### src/rtl/load_store_unit.sv
// RV32I data-side load/store unit: decodes width/alignment, runs single accesses
// against a word memory, merges sub-word stores via read-modify-write, extends loads.
module load_store_unit #(
    parameter int unsigned TIMEOUT = 16
) (
    input  logic        clk,
    input  logic        rst,
    input  logic        req_valid,
    input  logic        req_store,
    input  logic [2:0]  req_funct3,
    input  logic [31:0] req_addr,
    input  logic [31:0] req_wdata,
    output logic        busy,
    output logic        resp_valid,
    output logic [31:0] resp_rdata,
    output logic        resp_err,
    output logic        mem_ren,
    output logic        mem_we,
    output logic [31:0] mem_addr,
    output logic [31:0] mem_wd,
    input  logic [31:0] mem_rd,
    input  logic        mem_rvalid,
    input  logic        mem_waitreq
);

    localparam int unsigned CNT_W = 8;
    localparam logic [CNT_W-1:0] CNT_LAST = CNT_W'(TIMEOUT - 1);

    typedef enum logic [2:0] {
        IDLE,
        LD,
        ST,
        RMW_RD,
        RMW_WR,
        RESP
    } state_t;

    state_t           state_q, state_d;
    logic [CNT_W-1:0] cnt_q, cnt_d;
    logic             err_q, err_d;
    logic [31:0]      rdata_q, rdata_d;
    logic [31:0]      word_q, word_d;
    logic [31:0]      addr_q, wdata_q;
    logic [2:0]       f3_q;
    logic             accept;
    logic             ren_c, we_c;
    logic             req_bad_c;

    // Byte/half selection with sign or zero extension.
    function automatic logic [31:0] load_extract(input logic [31:0] w, input logic [2:0] f3,
                                                 input logic [1:0] a);
        logic [31:0] sh;
        logic [31:0] r;
        sh = w >> {a, 3'b000};
        case (f3)
            3'b000:  r = {{24{sh[7]}}, sh[7:0]};
            3'b100:  r = {24'b0, sh[7:0]};
            3'b001:  r = {{16{sh[15]}}, sh[15:0]};
            3'b101:  r = {16'b0, sh[15:0]};
            default: r = w;
        endcase
        return r;
    endfunction

    // Replace one byte or half lane of the read word with the store data.
    function automatic logic [31:0] store_merge(input logic [31:0] w, input logic [31:0] d,
                                                input logic [2:0] f3, input logic [1:0] a);
        logic [31:0] m;
        m = w;
        if (f3 == 3'b000) m[{a, 3'b000} +: 8] = d[7:0];
        else              m[{a[1], 4'b0000} +: 16] = d[15:0];
        return m;
    endfunction

    // Illegal width codes and misaligned addresses never reach memory.
    always_comb begin
        req_bad_c = 1'b0;
        if (req_funct3 == 3'b011 || req_funct3 == 3'b110 || req_funct3 == 3'b111)
            req_bad_c = 1'b1;
        if (req_store && req_funct3[2])
            req_bad_c = 1'b1;
        if (req_funct3[1:0] == 2'b01 && req_addr[0])
            req_bad_c = 1'b1;
        if (req_funct3 == 3'b010 && req_addr[1:0] != 2'b00)
            req_bad_c = 1'b1;
    end

    always_comb begin
        state_d = state_q;
        cnt_d   = cnt_q;
        err_d   = err_q;
        rdata_d = rdata_q;
        word_d  = word_q;
        accept  = 1'b0;
        ren_c   = 1'b0;
        we_c    = 1'b0;
        case (state_q)
            IDLE: begin
                if (req_valid) begin
                    accept  = 1'b1;
                    cnt_d   = '0;
                    err_d   = 1'b0;
                    rdata_d = '0;
                    if (req_bad_c) begin
                        state_d = RESP;
                        err_d   = 1'b1;
                    end else if (!req_store) begin
                        state_d = LD;
                    end else if (req_funct3 == 3'b010) begin
                        state_d = ST;
                    end else begin
                        state_d = RMW_RD;
                    end
                end
            end
            LD, RMW_RD: begin
                ren_c = 1'b1;
                if (mem_rvalid && !mem_waitreq) begin
                    if (state_q == LD) begin
                        rdata_d = load_extract(mem_rd, f3_q, addr_q[1:0]);
                        state_d = RESP;
                    end else begin
                        word_d  = mem_rd;
                        state_d = RMW_WR;
                    end
                end else if (cnt_q == CNT_LAST) begin
                    err_d   = 1'b1;
                    state_d = RESP;
                end else begin
                    cnt_d = cnt_q + CNT_W'(1);
                end
            end
            ST, RMW_WR: begin
                we_c = 1'b1;
                if (!mem_waitreq) state_d = RESP;
            end
            RESP:    state_d = IDLE;
            default: state_d = IDLE;
        endcase
    end

    // Strobes and response flags are forced low while reset is held.
    always_comb begin
        busy       = (state_q != IDLE);
        mem_ren    = ren_c && !rst;
        mem_we     = we_c && !rst;
        resp_valid = (state_q == RESP) && !rst;
        resp_err   = (state_q == RESP) && err_q && !rst;
        resp_rdata = (state_q == RESP) ? rdata_q : '0;
        mem_addr   = '0;
        mem_wd     = '0;
        if (ren_c || we_c) mem_addr = {addr_q[31:2], 2'b00};
        if (state_q == ST)          mem_wd = wdata_q;
        else if (state_q == RMW_WR) mem_wd = store_merge(word_q, wdata_q, f3_q, addr_q[1:0]);
    end

    always_ff @(posedge clk) begin
        if (rst) begin
            state_q <= IDLE;
            cnt_q   <= '0;
            err_q   <= 1'b0;
            rdata_q <= '0;
            word_q  <= '0;
            addr_q  <= '0;
            wdata_q <= '0;
            f3_q    <= '0;
        end else begin
            state_q <= state_d;
            cnt_q   <= cnt_d;
            err_q   <= err_d;
            rdata_q <= rdata_d;
            word_q  <= word_d;
            if (accept) begin
                addr_q  <= req_addr;
                wdata_q <= req_wdata;
                f3_q    <= req_funct3;
            end
        end
    end

endmodule

### config.mk
export PLATFORM = sky130hd
export DESIGN_NAME = load_store_unit
export DESIGN_NICKNAME = d
export VERILOG_FILES = /design/src/rtl/load_store_unit.sv
export SDC_FILE = /design/constraint.sdc
export NUM_CORES = 1
export LEC_CHECK = 0
export BUFFER_PORTS_ARGS = -buffer_cell sky130_fd_sc_hd__buf_2
export CAP_MARGIN = 20
export CORE_ASPECT_RATIO = 0.9
export CORE_MARGIN = 1
export CORE_UTILIZATION = 48
export CTS_CLUSTER_SIZE = 20
export DETAILED_ROUTE_END_ITERATION = 7
export MAX_ROUTING_LAYER = met4
export PLACE_DENSITY = 0.86
export SYNTH_ARGS = -nofsm -noshare
export SYNTH_HDL_FRONTEND = slang
export SYNTH_SLANG_ARGS = --single-unit
### constraint.sdc
create_clock -name clk -period 1.87 [get_ports clk]
set_clock_uncertainty 0.05 [all_clocks]
set_input_delay 0.187 -clock clk [delete_from_list [all_inputs] [get_ports clk]]
set_output_delay 0.187 -clock clk [all_outputs]
set_load 0.005 [all_outputs]
# After elaboration in Yosys (flattened, before gate mapping)
# Index checks and enable logic that the tools add are counted.
[word_totals] out_inout_bits=101 reg_bits=143 elab_cells=103
[classes] n_mux=38 n_eq_ne=22 shifts=5 add_sub_neg=3 n_bitwise=1 reduce_logical=26
[ops] cell="$mux 32" n=8
[ops] cell="$pmux 32 s4" n=1
[ops] cell="$bwmux 32" n=2
[ops] cell="$pmux 32 s2" n=1
[ops] cell="$shift 16x7->32 const A" n=1
[ops] cell="$shift 8x7->32 const A" n=1
[ops] cell="$shiftx 16x7->32" n=1
[ops] cell="$shiftx 8x7->32" n=1
[ops] cell="$shr 32x5->16" n=1
[ops] cell="$mux 8" n=3
[ops] cell="$eq 3x3->1 const B" n=6
[ops] cell="$pmux 8 s2" n=1
[ops] cell="$mux 3" n=5
[ops] cell="$mux 1" n=14
[ops] cell="$ne 2x2->1 const B" n=7
[ops] cell="$neg 5->7" n=2
[ops] cell="$eq 3x2->1 const B" n=4
[ops] cell="$reduce_and 4->1" n=3
[ops] cell="$logic_and 1x1->1" n=9
[ops] cell="$pmux 3 s3" n=1
[ops] cell="$add 8x1->8 const B" n=1
[ops] cell="$eq 8x4->1 const B" n=1
[ops] cell="$eq 3x1->1 const B" n=2
[ops] cell="$logic_not 3->1" n=2
[ops] cell="other kinds (11)" n=17

# Depth between registers and ports, before layout
[depth] ltp_word=10 ltp_mapped=8 ltp_nobuf=6

# Worst setup path after synthesis
# No wires, ideal clock.
[synth_path] path_type="register to output" start="register addr_q[0]" end="output mem_wd[16]" stages_incl_launch_ff=9 arrival_ps=1906 slack_ps=-273 n_path_buf=3 cell_sequence="dfxtp_1 -> buf_6 -> inv_1 -> ha_1 -> clkbuf_1 -> nor4bb_1 -> clkbuf_2 -> o21ai_1 -> o31ai_1"
[synth_between] elab_chain_cells=6
[synth_rtl] element="from (decl)" line="43" text="logic [31:0] addr_q, wdata_q;"
[synth_rtl] element="from (signal assigned)" line="174" text="addr_q <= req_addr;"
[synth_rtl] element="$neg 5->7 (*)" line="70" text="if (f3 == 3'b000) m[{a, 3'b000} +: 8] = d[7:0];"
[synth_rtl] element="$shiftx 8x7->32 / $shift 8x7->32 (equally long branches)" line="70"
[synth_rtl] element="$bwmux 32 (*)" line="70"
[synth_rtl] element="$mux 32 (*)" line="70"
[synth_rtl] element="$mux 32 (*)" line="154" text="else if (state_q == RMW_WR) mem_wd = store_merge(word_q, wdata_q, f3_q, addr_q[1:0]);"
[synth_rtl] element="$mux 32 (*)" line="153" text="if (state_q == ST) mem_wd = wdata_q;"
[synth_rtl] element="to (decl)" line="20" text="output logic [31:0] mem_wd,"
# Mark *: on every way between the ends. The rest lies on a longest branch, timed or not.

# Worst setup path after layout
[layout_path] start="register addr_q[0]" end="output mem_wd[17]"
# The elaborated chain is that of the path after synthesis.

==> impl_results.md <==
- Status: finished, violations left
- Violated checks: design-rule violations, negative setup slack
- WP data arrival: 2130 ps
- Final nets: 1348
- Die height: 118.8 um
- Leading area contributor after synthesis: dfxtp_1
- FFs w/ async S/R, synth: 0%
- CP required: 1630 ps
- Seq/Total Area, Yosys: 39.38%
- Worst skew pair latency: 420 ps
- Drc violations: 9
- Largest family of logic cells by synthesized area: simple AND/OR/NAND/NOR gates
- Clk sinks: 143
- Fin area: 11260 sq um
- H-tree depth: 4
- Crit Path Class: flip-flop to output pin
- Compound-Gate Fraction of Synth Area: 24.97%
- Row count: 42
- RSZ-0062 raised after global routing: yes
- Vias in the first global route: 8029
- First-pass GRT wire length: 40570 um
- Via count: 8604
- CTS tree: yes
- Slew Limit Headroom: 65.96%
- Number of synthesized flops with an enable pin: 0
- Pin count of the biggest net entering global routing: 69
- Iteration-0 DRC count of the detailed router: 1161
- Drt pass-1 iters: 8
- Worst Max-Slew Pin Slew: 507.6 ps
- CP Buf/Inv Count: 3
- Clock Tree Root: clkbuf_16
- CP max-delay cell: a311oi_1
- Leakage: 4.624 nW
- Setup-failing EPs final: 83
- # port buffers: 203
- Worst hold path type: input pin to flip-flop
- Peak VDD IR: 0.0007134 V
- Area Growth Syn to Fin: 54.92%
- FMAX: 0.4226 GHz
- Post-DP Area: 8828 sq um
- Dpl hpwl: 15570 um
- Final wirelength: 27970 um
- TritonCTS buffer count: 17
- Die area: 15640 sq um
- Core Region: 14770 sq um
- Post-synth top cells: nand2_1, dfxtp_1, a21oi_1
- Critical path cell sequence: inv_4 > ha_4 > nor4bb_4 > buf_4 > a311oi_1 > o31ai_4 > buf_2
- Initial Utilization: 49.23%
- Number of placed I/O pins: 206
- Fin. Hold Viols: 0
- WL/cell: 19.31 um
- Syn_area_per_cell: 7.825 sq um
- Final period utilization: 126.5%
- Crit path time final: 2366 ps
- Synthesized flop and latch total: 143
- Synth cell types: 67
- Die width: 131.7 um
- Max-Cap Viols: 0
- Crit-path max cell delay: 460 ps
- Top cells by area, synth: dfxtp_1, nand2_1, a21oi_1
- Pwr Total: 9.715 mW
- Startpoint types: flip-flop
- Slew Viols, Final: 0
- Largest delay share family, worst path: compound AO/OA/AOI/OAI gates
- GRT Residual Overflow: 0
- Synthesized instance count: 929
- Reg clk slew, reported paths: 60 ps
- Top-count cell post-synth: nand2_1
- Antenna Cells: 0
- XOR/XNOR share of the synthesized area: 0.2410%
- GRT Overall Usage: 33.83%
- Yosys top cell area share: 39.38%
- DR vias/cell: 5.942
- YS warnings: 0
- Antenna-violating nets left: 0
- Setup ws final: -496.2 ps
- Post-Synth Adder-Cell Area: 1.033%
- Worst Path Max Fanout: 5
- Pwr/cell area: 862.7 nW/um^2
- Number of buffers on the longest clock path: 2
- Post-synthesis mux area share: 3.752%
- Element type at the critical path end: output pin
- Initial antenna violation count: 0
- Placer Congestion: 0.9487
- Post-synthesis cell area: 7269 sq um
- Main synth FF type: dfxtp_1
- Post-Synth Simple-Gate Area: 25.32%
- Share of layout cells above drive strength 1: 36.24%
## flip-flops by register name (all words and copies together) (netlist names)
| name | cells |
|---|---|
| err_q | 1 |
| cnt_q | 8 |
| state_q | 3 |
| wdata_q | 32 |
| f3_q | 3 |
| addr_q | 32 |
| word_q | 32 |
| rdata_q | 32 |
## layout make-up
cell class / count / area (sq um)
Clock buffer: 22 / 454.2
Clock inverter: 10 / 113.9
Fill cell: 918 / 3505
Inverter: 11 / 45.04
Multi-Input combinational cell: 699 / 4542
Sequential cell: 143 / 2872
Tap cell: 198 / 247.7
Timing Repair Buffer: 365 / 2988
## worst reg2reg max path, cell delays in order, from the launching register on
cell and delay [ps]:
dfxtp_2 330, buf_4 130, buf_4 230, mux4_2 330, and2_4 190, a211oi_4 170
buf_4 150, buf_12 120, o21ai_0 130
## power by group
group	total [mW]	switching [mW]	leakage, nW	internal, mW
sequential	3.45	0.199	1.16	3.25
combinational	2.95	1.53	3.18	1.41
clock	3.31	1.32	0.278	2.00
total	9.72	3.05	4.62	6.67
## layout by cell type, fill, tap and decap left out, types with 5 or more instances in the layout
cell,Yosys,layout
nand2_1,271,267
buf_2,19,158
dfxtp_1,143,138
a21oi_1,103,93
dlygate4sd3_1,0,75
buf_6,1,64
buf_4,2,52
and2_4,1,50
o21ai_0,37,35
mux2i_1,25,24
clkbuf_16,0,19
and2_1,65,16
a221o_1,16,16
a32o_1,16,16
o21ai_2,10,11
a21oi_2,0,10
nor2_1,15,10
buf_12,0,10
o221ai_1,9,9
nand3b_1,8,8
a2bb2oi_1,8,8
a311oi_1,7,7
a222oi_1,7,7
o211ai_1,7,7
a22o_1,8,6
o22a_1,6,6
clkinv_2,0,5
inv_1,10,5
## repair_timing
| action | 4_1_cts | 5_1_grt |
|---|---|---|
| hold buffers | 75 | 0 |
| buffers inserted | 13 | 7 |
| pin swaps | 42 | 36 |
| resized for setup | 76 | 124 |
| endpoints found under the setup margin | 118 | 118 |
| gates cloned | 8 | 2 |
| endpoints found under the hold margin | 75 | 0 |
## final timing paths
kind,from,end,slack (ps),cells past startpoint
setup / recovery,addr_q[0],mem_wd[17],-500,7
hold / removal,mem_rd[3],word_q[3],20,3
setup reg to reg,addr_q[1],rdata_q[31],-90,8
hold reg to reg,rdata_q[3],rdata_q[3],400,2
## stage by stage
| step | setup TNS [ps] | setup slack, ps | hold slack, ps | util [%] | std cells |
|---|---|---|---|---|---|
| floorplan | -304.7 | -47.04 | 265.5 | - | 930 |
| global placement | -3375 | -202.6 | 368.9 | 59.79 | 1313 |
| detailed placement | -4181 | -222.0 | 381.7 | 59.79 | 1313 |
| CTS | -16030 | -470.5 | 0.8450 | 72.23 | 1441 |
| global route | -23070 | -605.1 | 1.233 | 76.27 | 1448 |
| finish | -15750 | -496.2 | 19.58 | 76.27 | 1448 |
## logic make-up after synthesis
kind of cell / Yosys count
AOI/OAI and AO/OA: 264
xor gates and xnor gates: 2
adders and majority gates: 6
buffers and inverters: 88
DFF: 143
muxes: 26
other: 1
and+or+nand+nor: 399
## metal layers
layer	up-vias	part of all wire (%)	wire (um)	global-route usage [%]
li1	3876	-	-	-
met1	4030	38	10650	39.88
met2	561	48	13520	54.70
met3	137	8.9	2489	7.379
met4	0	4.7	1318	16.42
met5	-	0	0	-
(Power assumes the default switching activity.)
